File: src/rtl/counter_arbiter.sv
// counter_arbiter: round-robin arbiter that lets NUM_REQ requesters share a
// single external counter. One command is in flight at a time; it walks
// IDLE -> ISSUE -> SAMPLE -> RESP, driving one counter strobe in ISSUE and
// returning the counter value seen after that strobe.
module counter_arbiter #(
    parameter int NUM_REQ = 3,
    parameter int WIDTH   = 16
) (
    input  logic                       clk,
    input  logic                       rst_n,
    input  logic [NUM_REQ-1:0]         req_valid,
    input  logic [2*NUM_REQ-1:0]       req_op,
    input  logic [WIDTH*NUM_REQ-1:0]   req_data,
    output logic [NUM_REQ-1:0]         req_ready,
    output logic                       ctr_ld,
    output logic                       ctr_inc,
    output logic [WIDTH-1:0]           ctr_data,
    input  logic [WIDTH-1:0]           ctr_count,
    output logic                       rsp_valid,
    output logic [$clog2(NUM_REQ)-1:0] rsp_id,
    output logic [WIDTH-1:0]           rsp_count,
    input  logic                       rsp_ready
);

    localparam int ID_W = $clog2(NUM_REQ);
    // One spare bit so rr_ptr + offset never overflows before the modulo fold.
    localparam logic [ID_W:0]   NUM_REQ_X = (ID_W+1)'(NUM_REQ);
    localparam logic [ID_W-1:0] LAST_ID   = ID_W'(NUM_REQ - 1);

    localparam logic [1:0] OP_READ  = 2'b00;
    localparam logic [1:0] OP_LOAD  = 2'b01;
    localparam logic [1:0] OP_INC   = 2'b10;
    localparam logic [1:0] OP_CLEAR = 2'b11;

    typedef enum logic [1:0] {
        IDLE   = 2'd0,
        ISSUE  = 2'd1,
        SAMPLE = 2'd2,
        RESP   = 2'd3
    } state_t;

    state_t            state;
    logic [ID_W-1:0]   rr_ptr;

    logic              grant_vld;
    logic [ID_W-1:0]   grant_id;
    logic [ID_W:0]     cand;
    logic [1:0]        grant_op;
    logic [WIDTH-1:0]  grant_data;

    // Round-robin search: first valid requester at or after rr_ptr, wrapping.
    always_comb begin
        grant_vld = 1'b0;
        grant_id  = '0;
        cand      = '0;
        for (int i = 0; i < NUM_REQ; i++) begin
            cand = {1'b0, rr_ptr} + (ID_W+1)'(i);
            if (cand >= NUM_REQ_X) begin
                cand = cand - NUM_REQ_X;
            end
            if (!grant_vld && req_valid[cand[ID_W-1:0]]) begin
                grant_vld = 1'b1;
                grant_id  = cand[ID_W-1:0];
            end
        end
    end

    // Select the winning requester's opcode and load value.
    always_comb begin
        grant_op   = OP_READ;
        grant_data = '0;
        for (int j = 0; j < NUM_REQ; j++) begin
            if (grant_id == ID_W'(j)) begin
                grant_op   = req_op[2*j +: 2];
                grant_data = req_data[WIDTH*j +: WIDTH];
            end
        end
    end

    // Accept is combinational so the winner sees it in the grant cycle itself;
    // it is gated with rst_n so reset silences it without waiting for an edge.
    always_comb begin
        req_ready = '0;
        if (rst_n && (state == IDLE) && grant_vld) begin
            req_ready[grant_id] = 1'b1;
        end
    end

    // Command sequencer: strobes are registered at the grant edge so they are
    // live for exactly the ISSUE cycle, and the response is captured in SAMPLE.
    always_ff @(posedge clk or negedge rst_n) begin
        if (!rst_n) begin
            state     <= IDLE;
            rr_ptr    <= '0;
            ctr_ld    <= 1'b0;
            ctr_inc   <= 1'b0;
            ctr_data  <= '0;
            rsp_valid <= 1'b0;
            rsp_id    <= '0;
            rsp_count <= '0;
        end else begin
            case (state)
                IDLE: begin
                    if (grant_vld) begin
                        rsp_id   <= grant_id;
                        rr_ptr   <= (grant_id == LAST_ID) ? '0 : grant_id + 1'b1;
                        ctr_ld   <= (grant_op == OP_LOAD) || (grant_op == OP_CLEAR);
                        ctr_inc  <= (grant_op == OP_INC);
                        ctr_data <= (grant_op == OP_LOAD) ? grant_data : '0;
                        state    <= ISSUE;
                    end
                end
                ISSUE: begin
                    ctr_ld   <= 1'b0;
                    ctr_inc  <= 1'b0;
                    ctr_data <= '0;
                    state    <= SAMPLE;
                end
                SAMPLE: begin
                    // The counter is registered, so the ISSUE strobe shows up now.
                    rsp_count <= ctr_count;
                    rsp_valid <= 1'b1;
                    state     <= RESP;
                end
                RESP: begin
                    if (rsp_ready) begin
                        rsp_valid <= 1'b0;
                        state     <= IDLE;
                    end
                end
                default: begin
                    state <= IDLE;
                end
            endcase
        end
    end

endmodule

File: config.mk
export PLATFORM = sky130hd
export DESIGN_NAME = counter_arbiter
export DESIGN_NICKNAME = d
export VERILOG_FILES = /design/src/rtl/counter_arbiter.sv
export SDC_FILE = /design/constraint.sdc
export NUM_CORES = 1
export LEC_CHECK = 0
export ABC_AREA = 1
export CORE_MARGIN = 2
export CORE_UTILIZATION = 45
export DETAILED_ROUTE_END_ITERATION = 8
export PLACE_DENSITY = 0.87
export SLEW_MARGIN = 20
export SYNTH_ARGS = -nofsm -noshare
export SYNTH_HDL_FRONTEND = slang
export SYNTH_SLANG_ARGS = --single-unit
File: constraint.sdc
create_clock -name clk -period 4.3 [get_ports clk]
set_input_delay 1.075 -clock clk [delete_from_list [all_inputs] [get_ports clk]]
set_output_delay 1.075 -clock clk [all_outputs]
set_load 0.02 [all_outputs]
==> summary.txt <==
Outcome
  • Status: finished, final reports clean

Logic synthesis
  • Ys Warns: 0
  • Mapped Area: ~2500 sq um
  • FFs w/ async S/R, synth: 1.00
  • Post-synthesis sequential area ratio: 0.412
  • Top_reg_cell synth: dfrtp_1
  • Net Count, Synth: 419
  • Most frequent cell after synthesis: nand2_1
  • Synth Instances: between 300 and 400
  • Cell taking the most area after synthesis: dfrtp_1
  • Syn avg cell area: around 7.5 sq um
  • Post-synth EDFFs: 0
  • Top cell type's share of synthesized area: 0.412
  • Synth cell types: 22
  • Synth top cells by count: 122 x nand2_1, 41 x dfrtp_1, 36 x nor2_1
  • Leading post-synthesis cells by cell area: dfrtp_1 41%, nand2_1 18%, mux2_2 7.2%
  • Flops & latches, synth: around 40

Drt
  • Pre-Repair DR Iteration Count: 5
  • Routed vias/inst: 4.91
  • Initial drt markers: 98
  • Vias post-DR: between 2000 and 3000
  • Avg WL per Cell: 13.7 microns
  • Residual DRC count: 0
  • Post-Route WL: roughly 7200 microns
  • Post-DRT Antenna Nets: 0

STA
  • Min cycle time layout: roughly 4.1 ns
  • Slew at the pin closest to its max-slew limit: 0.815 ns
  • Peak Freq: between 200 and 250 MHz
  • Fin. Hold Viols: 0
  • Final Slew Violations: 0
  • Setup TNS: 0 ns
  • Final setup margin: roughly 0.18 ns
  • Fin crit share: 0.959
  • Worst rel slew slack: 0.457
  • Unrepaired setup endpoints after global routing: false
  • # setup viols final: 0
  • Clk_skew: 0.00712 ns

Worst setup path
  • Worst reg2reg path endpoint: ctr_data[14]
  • Critical path capture point type: output pin
  • Crit path buffers/inverters: 4
  • Startpoint Class: input pin
  • Reg-to-reg startpoint: rr_ptr[0]
  • R2r worst-path depth: 15
  • Crit path DAT: just over 3 ns
  • Required time of the critical path: about 3.2 ns
  • Maximum fanout along the worst path: 5
  • Crit-path max cell delay: about 0.62 ns
  • Top Family by Delay on Critical Path: buffers and inverters
  • Slowest CP cell: clkdlybuf4s50_1
  • Crit path cell chain: clkdlybuf4s50_1, inv_2, o21ai_1, nand2_2, nand4_1, nand2_2, inv_1, nand2_1, nor2_1, clkdlybuf4s50_1
  • FF-to-FF setup slack: 1.63 ns
  • WP depth: 10
  • WS Path Type: input pin to output pin

Hold path
  • Hold path start: ctr_data[6]
  • Hold path endpoint: ctr_data[6]
  • Hold depth: 2
  • HP Class: flop to flop

Pwr
  • Pwr/cell area: between 600 and 700 nW/um^2
  • P_leak: roughly 1.9 nW
  • Total power: 0.00266 W
  • Worst vdd ir: approximately 0.60 mV

Die
  • Die W: about 78 microns
  • Ports: around 120
  • Starting density of the core: 0.458
  • Core area: ~5400 sq um
  • Die height: between 70 and 80 microns
  • Rows: 27
  • Die area: just over 6000 sq um

Global route
  • Initial antenna violation count: 0
  • Vias in the first global route: 2488
  • Overall routing resource usage: 0.235
  • Total gr overflow: 0
  • Largest net degree at the start of global routing: 42
  • First-pass GRT wire length: about 11000 microns

Placed design
  • Dpl ws: 0.168 ns
  • DP Area: 3690 sq um
  • Hpwl dp: roughly 5400 microns
  • Placer Congestion: roughly 0.90
  • Placed cells: ~500
  • Port Buf Inserts: between 100 and 150

Final layout
  • Finished Cell Area: between 3000 and 4000 sq um
  • Layout cells sized above 1: 0.109
  • Layout overhead on the synthesized area: 52.9%
  • Final #Nets: roughly 530
  • Fillcell total: between 400 and 500
  • Ant diodes: 0
  • Finished Layout Cells: ~520

CTS
  • CTS max path bufs: 2
  • Clk sinks: slightly above 40
  • Worst-Skew Late Latency: approximately 0.3 ns
  • Setup bufs post-CTS: 0
  • CTS tree: yes
  • Num CTS Buffers: 5
  • Clock Tree Root: clkbuf_8
  • H-Tree Depth: 2
  • CTS clock-pin slew for the worst setup and hold paths: around 0.080 ns

Run
  • Max-Cap Viols: 0
[worst register-to-register path, cell delays in order, from the launching register on]
cell	delay [ns]
dfrtp_1	0.43
inv_1	0.08
ha_1	0.45
inv_2	0.08
nand2_1	0.06
nand3_1	0.10
nand2_2	0.11
nand4_1	0.11
nand2_2	0.13
inv_2	0.06
buf_4	0.23
nand3_2	0.12
nand3_2	0.10
nor2_4	0.36
nand2_1	0.11
nand2_1	0.08
[placed cells by master (no fill, tap or decap)]
cell             instances
clkinv_1                 7
a31oi_1                  1
nand2_1                122
bufinv_16                1
o21ai_0                 16
buf_2                    1
clkdlybuf4s50_1        113
inv_2                    6
nand3_4                  1
nand3_1                 23
nand4_1                  3
nor2_1                  36
buf_4                    4
ha_1                     9
inv_1                   27
nor2_4                   3
mux2_2                  16
nor2_2                   1
clkinvlp_4               1
nand3_2                  4
dfrtp_1                 41
nand2_2                  5
o21ai_1                  2
clkbuf_8                 6
dlymetal6s2s_1           1
[layout make-up]
cell class	instances	area, sq um	area share
flip-flops and latches	41	1030	0.269
clock inverters	2	37.5	0.00985
inverters	40	150	0.0394
repair buffers	119	1180	0.309
multi-input cells	242	1240	0.327
clock buffers	6	82.6	0.0217
well taps	72	90.1	0.0236
[routing by layer]
metal  routed length [microns]  GRT usage  vias to the layer above
li1                          -          -                     1260
met1                      2880      0.269                     1174
met2                      3650      0.436                      114
met3                       523     0.0506                       14
met4                       111     0.0702                        0
met5                         0          0                        -
[worst max path at each step]
| stage | start | slack, ns | to |
|---|---|---|---|
| 4_1_cts | req_valid[2] | 0.14 | req_ready[0] |
| 6_report | req_valid[2] | 0.18 | req_ready[1] |
| 2_1_floorplan | req_valid[1] | 1.09 | req_ready[1] |
| 3_5_place_dp | req_valid[2] | 0.17 | req_ready[0] |
| 5_1_grt | req_valid[2] | 0.03 | req_ready[2] |
| 3_3_place_gp | req_valid[2] | 0.25 | req_ready[0] |
[flip-flops by register name, summed over array words and instances (netlist names)]
| register | cells |
|---|---|
| rsp_count | 16 |
| rsp_id | 2 |
| ctr_data | 16 |
| ctr_ld | 1 |
| state | 2 |
| rr_ptr | 2 |
| rsp_valid | 1 |
| ctr_inc | 1 |
[stage by stage]
step	utilization	hold slack, ns
4_1_cts	0.700	0.486
5_1_grt	0.700	0.503
2_1_floorplan	-	0.507
3_5_place_dp	0.678	0.464
6_report	0.700	0.483
3_3_place_gp	0.678	0.461
[report_power, final]
group	internal, W	total, W	leakage (nW)	switching, W
combinational	0.000688	0.00173	1.33	0.00104
clock	0.000189	0.000330	0.0574	0.000142
sequential	0.000525	0.000601	0.518	0.0000763
total	0.00140	0.00266	1.90	0.00126
[logic make-up after synthesis]
group           share of synthesized area
fa+ha+maj                          0.0452
compound gates                     0.0387
flops                               0.412
buf+inv                            0.0884
mux                                0.0723
simple gates                        0.344
[what timing repair did]
item / in CTS / in global routing
resized for setup: 0 / 1
setup endpoints to repair: 0 / 1
endpoints found under the hold margin: 0 / 0
hold buffers: 0 / 0
Power figures use the tool's default switching activity.
